`src/rtl/io_po_if.sv`:
```
// Peripheral output handshake: show-ahead head of the output FIFO, with a ready back-pressure signal.
interface io_po_if #(
  parameter int unsigned NUBITS = 16,
  parameter int unsigned NBIOOU = 2
);
  logic [NUBITS-1:0] po_data;
  logic [NBIOOU-1:0] po_addr;
  logic              po_valid;
  logic              po_ready;

  modport master (output po_data, output po_addr, output po_valid, input po_ready);
  modport slave  (input po_data, input po_addr, input po_valid, output po_ready);
endinterface

```
`src/rtl/io_fifo.sv`:
```
// Synchronous show-ahead FIFO; dout shows the head entry and reads as zero while empty.
module io_fifo #(
  parameter int unsigned NBDATA = 18,
  parameter int unsigned FDEPTH = 4
) (
  input  logic                     clk,
  input  logic                     rst,
  input  logic                     push,
  input  logic                     pop,
  input  logic [NBDATA-1:0]        din,
  output logic [NBDATA-1:0]        dout,
  output logic                     full,
  output logic                     empty,
  output logic [$clog2(FDEPTH):0]  level
);
  localparam int unsigned PW = $clog2(FDEPTH);
  localparam int unsigned LW = PW + 1;

  logic [NBDATA-1:0] mem [FDEPTH];
  logic [PW-1:0]     wr_q, wr_d, rd_q, rd_d;
  logic [LW-1:0]     lvl_q, lvl_d;
  logic              do_push, do_pop;

  assign full    = (lvl_q == LW'(FDEPTH));
  assign empty   = (lvl_q == '0);
  assign do_pop  = pop & ~empty;
  // A pop in the same cycle frees the slot, so a full FIFO can still accept.
  assign do_push = push & (~full | do_pop);
  assign level   = lvl_q;
  assign dout    = empty ? '0 : mem[rd_q];

  always_comb begin
    wr_d  = wr_q;
    rd_d  = rd_q;
    lvl_d = lvl_q;
    if (do_push) wr_d = wr_q + PW'(1);
    if (do_pop)  rd_d = rd_q + PW'(1);
    case ({do_push, do_pop})
      2'b10:   lvl_d = lvl_q + LW'(1);
      2'b01:   lvl_d = lvl_q - LW'(1);
      default: lvl_d = lvl_q;
    endcase
  end

  always_ff @(posedge clk) begin
    if (do_push) mem[wr_q] <= din;
  end

  always_ff @(posedge clk or negedge rst) begin
    if (!rst) begin
      wr_q  <= '0;
      rd_q  <= '0;
      lvl_q <= '0;
    end else begin
      wr_q  <= wr_d;
      rd_q  <= rd_d;
      lvl_q <= lvl_d;
    end
  end
endmodule

```
`src/rtl/io_ctrl.sv`:
```
// I/O controller: buffered output writes to peripherals, per-port input holding registers
// with fresh flags, and a registered interrupt on writes to masked input ports.
module io_ctrl #(
  parameter int unsigned            NUBITS = 16,
  parameter int unsigned            NBIOIN = 2,
  parameter int unsigned            NBIOOU = 2,
  parameter int unsigned            FDEPTH = 4,
  parameter logic [2**NBIOIN-1:0]   ITRMSK = '0
) (
  input  logic                     clk,
  input  logic                     rst,
  input  logic [NUBITS-1:0]        cpu_dout,
  input  logic [NBIOOU-1:0]        cpu_aout,
  input  logic                     cpu_oen,
  input  logic [NBIOIN-1:0]        cpu_ain,
  input  logic                     cpu_req,
  output logic [NUBITS-1:0]        cpu_din,
  output logic                     cpu_itr,
  io_po_if.master                  po,
  input  logic [NUBITS-1:0]        pi_data,
  input  logic [NBIOIN-1:0]        pi_addr,
  input  logic                     pi_valid,
  output logic [2**NBIOIN-1:0]     pi_fresh,
  output logic [$clog2(FDEPTH):0]  fifo_lvl,
  output logic                     ovf
);
  localparam int unsigned NIN = 2**NBIOIN;

  logic [NBIOOU+NUBITS-1:0] fifo_dout;
  logic                     fifo_full, fifo_empty, fifo_pop;

  logic [NUBITS-1:0] hold_q [NIN];
  logic [NUBITS-1:0] hold_d [NIN];
  logic [NIN-1:0]    fresh_q, fresh_d;
  logic              itr_q, itr_d;
  logic              ovf_q, ovf_d;

  assign fifo_pop = ~fifo_empty & po.po_ready;

  io_fifo #(
    .NBDATA (NBIOOU + NUBITS),
    .FDEPTH (FDEPTH)
  ) u_fifo (
    .clk   (clk),
    .rst   (rst),
    .push  (cpu_oen),
    .pop   (fifo_pop),
    .din   ({cpu_aout, cpu_dout}),
    .dout  (fifo_dout),
    .full  (fifo_full),
    .empty (fifo_empty),
    .level (fifo_lvl)
  );

  assign {po.po_addr, po.po_data} = fifo_dout;
  assign po.po_valid = ~fifo_empty;

  assign cpu_din  = hold_q[cpu_ain];
  assign pi_fresh = fresh_q;
  assign cpu_itr  = itr_q;
  assign ovf      = ovf_q;

  always_comb begin
    hold_d  = hold_q;
    fresh_d = fresh_q;
    // Clear first so a same-port peripheral write in this cycle leaves the flag set.
    if (cpu_req) fresh_d[cpu_ain] = 1'b0;
    if (pi_valid) begin
      hold_d[pi_addr]  = pi_data;
      fresh_d[pi_addr] = 1'b1;
    end
    itr_d = pi_valid & ITRMSK[pi_addr];
    ovf_d = ovf_q | (cpu_oen & fifo_full & ~fifo_pop);
  end

  always_ff @(posedge clk or negedge rst) begin
    if (!rst) begin
      for (int unsigned i = 0; i < NIN; i++) hold_q[i] <= '0;
      fresh_q <= '0;
      itr_q   <= 1'b0;
      ovf_q   <= 1'b0;
    end else begin
      hold_q  <= hold_d;
      fresh_q <= fresh_d;
      itr_q   <= itr_d;
      ovf_q   <= ovf_d;
    end
  end
endmodule
```
`src/flat_wrapper.sv`:
```
// flat-port wrapper written by rule: the top's interface ports become plain ports
module io_ctrl_flat 
#(
  parameter int unsigned            NUBITS = 16,
  parameter int unsigned            NBIOIN = 2,
  parameter int unsigned            NBIOOU = 2,
  parameter int unsigned            FDEPTH = 4,
  parameter logic [2**NBIOIN-1:0]   ITRMSK = '0
)
  (clk, rst, cpu_dout, cpu_aout, cpu_oen, cpu_ain, cpu_req, cpu_din, cpu_itr, pi_data, pi_addr, pi_valid, pi_fresh, fifo_lvl, ovf, po_po_data, po_po_addr, po_po_valid, po_po_ready);
  io_po_if #(.NUBITS(NUBITS), .NBIOOU(NBIOOU)) po_i ();
  input  logic clk;
  input  logic rst;
  input  logic [NUBITS-1:0] cpu_dout;
  input  logic [NBIOOU-1:0] cpu_aout;
  input  logic cpu_oen;
  input  logic [NBIOIN-1:0] cpu_ain;
  input  logic cpu_req;
  output logic [NUBITS-1:0] cpu_din;
  output logic cpu_itr;
  input  logic [NUBITS-1:0] pi_data;
  input  logic [NBIOIN-1:0] pi_addr;
  input  logic pi_valid;
  output logic [2**NBIOIN-1:0] pi_fresh;
  output logic [$clog2(FDEPTH):0] fifo_lvl;
  output logic ovf;
  output wire logic [$bits(po_i.po_data)-1:0] po_po_data;
  output wire logic [$bits(po_i.po_addr)-1:0] po_po_addr;
  output wire logic [$bits(po_i.po_valid)-1:0] po_po_valid;
  input wire logic [$bits(po_i.po_ready)-1:0] po_po_ready;
  assign po_po_data = po_i.po_data;
  assign po_po_addr = po_i.po_addr;
  assign po_po_valid = po_i.po_valid;
  assign po_i.po_ready = po_po_ready;
  io_ctrl #(.NUBITS(NUBITS), .NBIOIN(NBIOIN), .NBIOOU(NBIOOU), .FDEPTH(FDEPTH), .ITRMSK(ITRMSK)) u_core (.clk(clk), .rst(rst), .cpu_dout(cpu_dout), .cpu_aout(cpu_aout), .cpu_oen(cpu_oen), .cpu_ain(cpu_ain), .cpu_req(cpu_req), .cpu_din(cpu_din), .cpu_itr(cpu_itr), .po(po_i), .pi_data(pi_data), .pi_addr(pi_addr), .pi_valid(pi_valid), .pi_fresh(pi_fresh), .fifo_lvl(fifo_lvl), .ovf(ovf));
endmodule
```
`config.mk`:
```
export PLATFORM = sky130hd
export DESIGN_NAME = io_ctrl_flat
export DESIGN_NICKNAME = d
export VERILOG_FILES = /design/src/rtl/io_po_if.sv /design/src/rtl/io_fifo.sv /design/src/rtl/io_ctrl.sv /design/src/flat_wrapper.sv
export SDC_FILE = /design/constraint.sdc
export NUM_CORES = 1
export LEC_CHECK = 0
export CAP_MARGIN = 30
export CORE_ASPECT_RATIO = 1.5
export CORE_MARGIN = 10
export CORE_UTILIZATION = 52
export CTS_CLUSTER_SIZE = 24
export DETAILED_ROUTE_END_ITERATION = 8
export GPL_TIMING_DRIVEN = 0
export PLACE_DENSITY = 0.77
export SYNTH_ARGS = -nofsm -noshare
export SYNTH_HDL_FRONTEND = slang
export SYNTH_SLANG_ARGS = --single-unit
```
`constraint.sdc`:
```
create_clock -name clk -period 3.05 [get_ports clk]
set_clock_uncertainty 0.15 [all_clocks]
set_input_delay 0.7625 -clock clk [delete_from_list [all_inputs] [get_ports clk]]
set_output_delay 0.7625 -clock clk [all_outputs]
set_load 0.005 [all_outputs]
```
==> key figures, run 1 <==
Setup path
  – Crit path capture type: output port
  – Worst Reg-to-Reg Cells: 3
  – Max FO, Critical Path: 10
  – Kind of critical path: in -> out
  – Critical Path AT: 2.12 ns
  – Critical path launch point type: input port
  – WP data required: 2.14 ns

Global route
  – Most Used Layer, Global Route: met2
  – Met2 Use GR: 27.3%
  – Largest net degree at the start of global routing: 65
  – Total congestion overflow: 0
  – Initial antenna violation count: 0
  – GR Util met1: 17.3%
  – First-pass GRT wire length: 20200 um
  – Total GRT Usage: 15.7%
  – Met3 usage: 5.40%
  – Vias in the first global route: 3867

Run status
  – Status: completed

Power
  – Pwr dens: 852 mW/mm^2
  – Clock share of power: 29.9%
  – Switching share of power: 26.7%
  – Sequential power share: 40.1%
  – Maximum VDD drop: 442 uV
  – Pleak: 3.09 nW
  – Power share of the combinational group: 30.1%
  – Pwr Total: 6.79 mW
  – Cell Int Power: 4.98 mW
  – Sw Pwr: 1.82 mW

Route
  – Vias per inst: 5.51
  – Routed Wire Length: 12500 um
  – First-pass DRT Iterations: 4
  – Routed vias: 3412
  – Iteration-0 DRC Markers: 69
  – DR WL/cell: 20.3 um
  – Antenna Nets Post-Route: 0
  – Residual DRC count: 0

Floorplanning
  – Num ports: 88
  – Die height: 154 um
  – Width of the die: 109 um
  – FP Rows: 48
  – Starting density of the core: 53.5%
  – Core area: 0.0116 mm^2
  – Die area: 0.0168 mm^2

Yosys
  – Ys Warns: 0
  – Synthesized area: 0.00620 mm^2
  – Mapped Nets: 391
  – Post-synth top flop: dfrtp_1
  – EDFF count, synth: 72
  – Syn Inst Count: 342
  – Distinct cell type count after synthesis: 40
  – Sequential area share after synthesis: 65.5%
  – Mapped Avg Cell Area: 18.1 um^2
  – Yosys reg bits: 148
  – Async S/R FF share, synth: 51.4%

CTS
  – Clock Latency Late Sink: 0.41 ns
  – Clock sink count: 148
  – Clock slew at reported path FFs: 0.06 ns
  – Hold Buf Count CTS: 0
  – CTS tree: yes
  – Clock Tree Buf Depth: 2
  – CTS H-tree lvls: 4
  – Num CTS Buffers: 17
  – Root Buffer: clkbuf_16

Layout
  – Fin util: 68.8%
  – Share of post-route cells with drive strength above 1: 36.2%
  – Layout area overhead: 28.5%
  – Diode count: 0
  – Most frequent cells in the layout: dfrtp_1, edfxtp_1, mux2_2
  – Net count, final: 505

Placed design
  – HPWL after DPL: 8700 um
  – Setup slack after placement: -0.550 ns
  – I/O Buffers: 84
  – GP Congestion: 0.719

STA
  – Period minus WS final: 3.03 ns
  – Post-layout worst setup margin: 0.0166 ns
  – Final Hold Vio Count: 0
  – RSZ-0062 raised after global routing: false
  – Slew headroom: 38.0%
  – Slew @ Worst Pin: 0.929 ns
  – Setup-failing EPs final: 0
  – Slew Limit Fails: 0
  – Max Fclk: 330 MHz
  – Fin crit share: 99.5%

Hold path
  – Worst hold path class: in -> async

Job
  – Max Cap Viol: 0
[cell type report]
| cell class | instances | area [um^2] |
|---|---|---|
| buffer | 17 | 161 |
| timing repair buffer | 95 | 933 |
| multi-input combinational | 172 | 2020 |
| clock inverter | 15 | 156 |
| tap | 150 | 188 |
| inverter | 5 | 18.8 |
| clock buffer | 17 | 425 |
| fill | 766 | 3620 |
| sequential | 148 | 4070 |
[cell families (layout without fill, tap and decap cells)]
kind of cell	count (synthesis)	in the layout	share of synthesized area [%]
multiplexers	99	99	24.1
buffers and inverters	22	149	1.96
other	1	1	0.0604
flip-flops	148	148	65.5
adder cells (fa/ha/maj)	5	5	1.13
XOR/XNOR	5	5	0.706
AND/OR/NAND/NOR	49	49	5.06
AO/OA/AOI/OAI	13	13	1.45
[per-stage QoR]
stage	hold WS, ns	std cells	TNS, ns	cell area, um^2
after floorplan	0.301	342	0	6200
after global placement	0.315	576	-112.50	7230
after detailed placement	0.330	577	-5.60	7260
after CTS	0.0335	611	0	7890
after global routing	0.0380	619	0	7970
final	0.0399	619	0	7970
[flip-flops by register name (all words and copies together), names as in the netlist]
register             cells
u_core.u_fifo.wr_q       2
u_core.ovf               1
u_core.u_fifo.mem       72
u_core.u_fifo.level      3
u_core.u_fifo.rd_q       2
u_core.pi_fresh          4
u_core.hold_q           64
[final timing paths]
| kind | slack (ns) | start | to |
|---|---|---|---|
| min in group clk | 0.34 | u_core.pi_fresh[0] | u_core.pi_fresh[0] |
| setup / recovery | 0.02 | cpu_ain[1] | cpu_din[2] |
| hold / removal | 0.04 | rst | u_core.hold_q[22] |
| hold reg to reg | 0.34 | u_core.pi_fresh[0] | u_core.pi_fresh[0] |
| max in group asynchronous | 2.12 | rst | u_core.u_fifo.rd_q[0] |
| setup reg to reg | 0.76 | u_core.u_fifo.level[2] | u_core.u_fifo.mem[3][15] |
[synthesized netlist by cell type, types with 2 or more instances]
| cell type | count | area (um^2) |
|---|---|---|
| and2_1 | 22 | 138 |
| buf_2 | 10 | 50.1 |
| buf_4 | 3 | 22.5 |
| buf_6 | 2 | 22.5 |
| clkbuf_1 | 2 | 7.51 |
| dfrtp_1 | 76 | 1900 |
| edfxtp_1 | 72 | 2160 |
| ha_1 | 4 | 50.1 |
| inv_1 | 5 | 18.8 |
| mux2_2 | 65 | 732 |
| mux4_2 | 34 | 766 |
| nand2_1 | 9 | 33.8 |
| nand3_1 | 2 | 10.0 |
| nand3b_1 | 2 | 15.0 |
| nand3b_2 | 2 | 22.5 |
| nor2_1 | 3 | 11.3 |
| o21ai_0 | 3 | 15.0 |
| xnor2_1 | 4 | 35.0 |
[per-layer routing]
metal  wire length (um)  vias up  share of wire [%]
met5                  0        -                  0
met4                187        0                1.5
met3                733       21                5.8
met2               6850       84                 55
met1               4770     1771                 38
li1                   -     1536                  -
[power by group through the flow]
stage          Clock, mW  Combinational (mW)  Sequential, mW
2_1_floorplan          0                1.11            2.70
3_5_place_dp           0                2.02            2.77
5_1_grt             2.15                2.24            2.76
3_3_place_gp           0                1.96            2.73
4_1_cts             2.06                1.96            2.74
6_report            2.03                2.04            2.72
[worst max-delay path: stages]
cell,delay [ns]
clkdlybuf4s50_1,0.49
buf_6,0.12
buf_8,0.14
mux4_2,0.31
dlygate4sd2_1,0.29
[timing repair]
item | CTS | global route
setup buffers | 2 | 8
gates resized for setup | 49 | 6
setup endpoints to repair | 34 | 7
Note: power is estimated with default switching activity, not from simulation.
==> inputs of run 2 (changes only) <==
--- a/config.mk
+++ b/config.mk
@@ -13,6 +13,7 @@
 export DETAILED_ROUTE_END_ITERATION = 8
 export GPL_TIMING_DRIVEN = 0
 export PLACE_DENSITY = 0.77
+export SKIP_CTS_REPAIR_TIMING = 1
 export SYNTH_ARGS = -nofsm -noshare
 export SYNTH_HDL_FRONTEND = slang
 export SYNTH_SLANG_ARGS = --single-unit
==> run 2 against run 1 <==
Count of clock-buffer cells in the layout stayed put. Global-route usage is 0.079 points lower. Sequential power hardly changed. Worst hold slack hardly changed. Worst setup slack worse by 0.0016 ns. Register-to-register slack worse by 0.04 ns. First-iteration DRC count is 72% higher. Maximum frequency hardly changed. Die area stayed put. Non-clock buffer count is 2 higher. Via count is 0.35% higher. Critical endpoint is now po_po_data[3].
==> key figures, run 2 (synthesis gave the netlist of run 1 again) <==
Layout
  – Share of post-route cells with drive strength above 1: 36.7% (was 36.2%)
  – Max reg flops: 72 (unchanged)
  – Layout area overhead: 30.3% (was 28.5%)
  – Diode count: 0 (unchanged)
  – Most frequent cells in the layout: dfrtp_1, edfxtp_1, mux2_2 (unchanged)
  – FILL cells: 751 (was 766)
  – Net count, final: 507 (was 505)
  – Most flop-heavy register: u_core.u_fifo.mem (unchanged)

Floorplanning
  – FP Rows: 48 (unchanged)
  – Starting density of the core: 53.5% (unchanged)
  – Width of the die: 109 um (unchanged)
  – Die area: 0.0168 mm^2 (unchanged)
  – Core area: 0.0116 mm^2 (unchanged)
  – Die height: 154 um (unchanged)
  – Num ports: 88 (unchanged)

CTS
  – Num CTS Buffers: 17 (unchanged)
  – Clock slew at reported path FFs: 0.06 ns (about the same)
  – Clock Latency Late Sink: 0.42 ns (was 0.41 ns)
  – Clock sink count: 148 (unchanged)
  – CTS H-tree lvls: 4 (unchanged)
  – Root Buffer: clkbuf_16 (unchanged)
  – CTS tree: yes (unchanged)
  – Clock Tree Buf Depth: 2 (unchanged)

Placed design
  – I/O Buffers: 84 (unchanged)
  – HPWL after DPL: 8700 um (unchanged)
  – GP Congestion: 0.719 (unchanged)
  – Setup slack after placement: -0.550 ns (unchanged)

STA
  – Period minus WS final: 3.03 ns (about the same)
  – Slew Limit Fails: 0 (unchanged)
  – Setup-failing EPs final: 0 (unchanged)
  – Slew headroom: 35.0% (was 38.0%)
  – Max Fclk: 329 MHz (was 330 MHz)
  – Slew @ Worst Pin: 0.975 ns (was 0.929 ns)
  – Post-layout worst setup margin: 0.0150 ns (was 0.0166 ns)
  – Min Hold Slack: 0.0404 ns (was 0.0399 ns)
  – Final Hold Vio Count: 0 (unchanged)
  – Fin Setup TNS: 0 ns (unchanged)
  – Fin crit share: 99.5% (about the same)

Job
  – Max Cap Viol: 0 (unchanged)

Route
  – Vias per inst: 5.51 (about the same)
  – First-pass DRT Iterations: 4 (unchanged)
  – Residual DRC count: 0 (unchanged)
  – Routed Wire Length: 12900 um (was 12500 um)
  – DR WL/cell: 20.8 um (was 20.3 um)
  – Routed vias: 3424 (was 3412)
  – Iteration-0 DRC Markers: 119 (was 69)
  – Antenna Nets Post-Route: 0 (unchanged)

Global route
  – Total congestion overflow: 0 (unchanged)
  – Largest net degree at the start of global routing: 65 (unchanged)
  – Total GRT Usage: 15.6% (was 15.7%)
  – Vias in the first global route: 3854 (was 3867)
  – Initial antenna violation count: 0 (unchanged)
  – First-pass GRT wire length: 20100 um (was 20200 um)

Setup path
  – Worst R2R Start: u_core.u_fifo.level[2] (unchanged)
  – Critical path launch point type: register (was input port)
  – Crit path capture type: output port (unchanged)
  – Crit path from: u_core.u_fifo.rd_q[0] (was cpu_ain[1])
  – WP data required: 2.14 ns (about the same)
  – Crit path cell chain: clkbuf_16 -> mux4_2 -> and2_1 -> clkdlybuf4s50_1 (was clkdlybuf4s50_1 -> buf_6 -> buf_8 -> mux4_2 -> dlygate4sd2_1)
  – Max incr delay on CP: 0.49 ns (about the same)
  – Crit path buf inv count: 2 (was 4)
  – Critical Path Slowest Stage Cell: mux4_2 (was clkdlybuf4s50_1)
  – Kind of critical path: reg -> out (was in -> out)
  – Critical Path AT: 2.12 ns (about the same)
  – Critical path's top delay family: buffers and inverters (unchanged)
  – Max FO, Critical Path: 5 (was 10)

Power
  – Pwr dens: 855 mW/mm^2 (was 852 mW/mm^2)
  – Pleak: 3.33 nW (was 3.09 nW)
  – Maximum VDD drop: 457 uV (was 442 uV)
  – Pwr Total: 6.92 mW (was 6.79 mW)

Run status
  – Status: completed (unchanged)

Hold path
  – Worst hold path class: in -> async (unchanged)
[run 2: area by class of cell]
| cell class | instances | area [um^2] | share of cell area, % |
|---|---|---|---|
| repair buffers | 97 | 1050 | 13.0 |
| inverters | 5 | 18.8 | 0.232 |
| multi-input cells | 172 | 2020 | 25.0 |
| clock buffers | 17 | 425 | 5.26 |
| well taps | 150 | 188 | 2.32 |
| clock inverters | 15 | 156 | 1.93 |
| flip-flops and latches | 148 | 4070 | 50.3 |
| plain buffers | 17 | 159 | 1.97 |
[run 2: metrics by stage]
stage / instance area (um^2) / instances / utilization, %
after floorplan: 6200 / 342 / -
after global placement: 7230 / 576 / 62.4
after detailed placement: 7260 / 577 / 62.6
final: 8080 / 621 / 69.7
after global routing: 8080 / 621 / 69.7
after CTS: 7840 / 609 / 67.6
[run 2: routing by layer]
| layer | track usage, % | wire [um] |
|---|---|---|
| met3 | 5.27 | 766 |
| met2 | 27.0 | 6950 |
| met1 | 17.5 | 4960 |
| met4 | 4.85 | 221 |
| met5 | 0 | 0 |
[run 2: worst paths after layout]
check | slack (ns) | to | depth (start not counted)
max | 0.02 | po_po_data[3] | 4
min | 0.04 | u_core.hold_q[22] | 1
max reg2reg | 0.72 | u_core.u_fifo.mem[2][15] | 3
min reg2reg | 0.34 | u_core.pi_fresh[0] | 1
max in group asynchronous | 2.11 | u_core.u_fifo.rd_q[0] | 2
min in group clk | 0.34 | u_core.pi_fresh[0] | 1
[run 2: power by group]
| group | total, mW | switching, mW | internal [mW] |
|---|---|---|---|
| clock network | 2.04 | 0.828 | 1.21 |
| registers | 2.73 | 0.188 | 2.54 |
| logic | 2.15 | 0.833 | 1.32 |
| total | 6.92 | 1.85 | 5.07 |
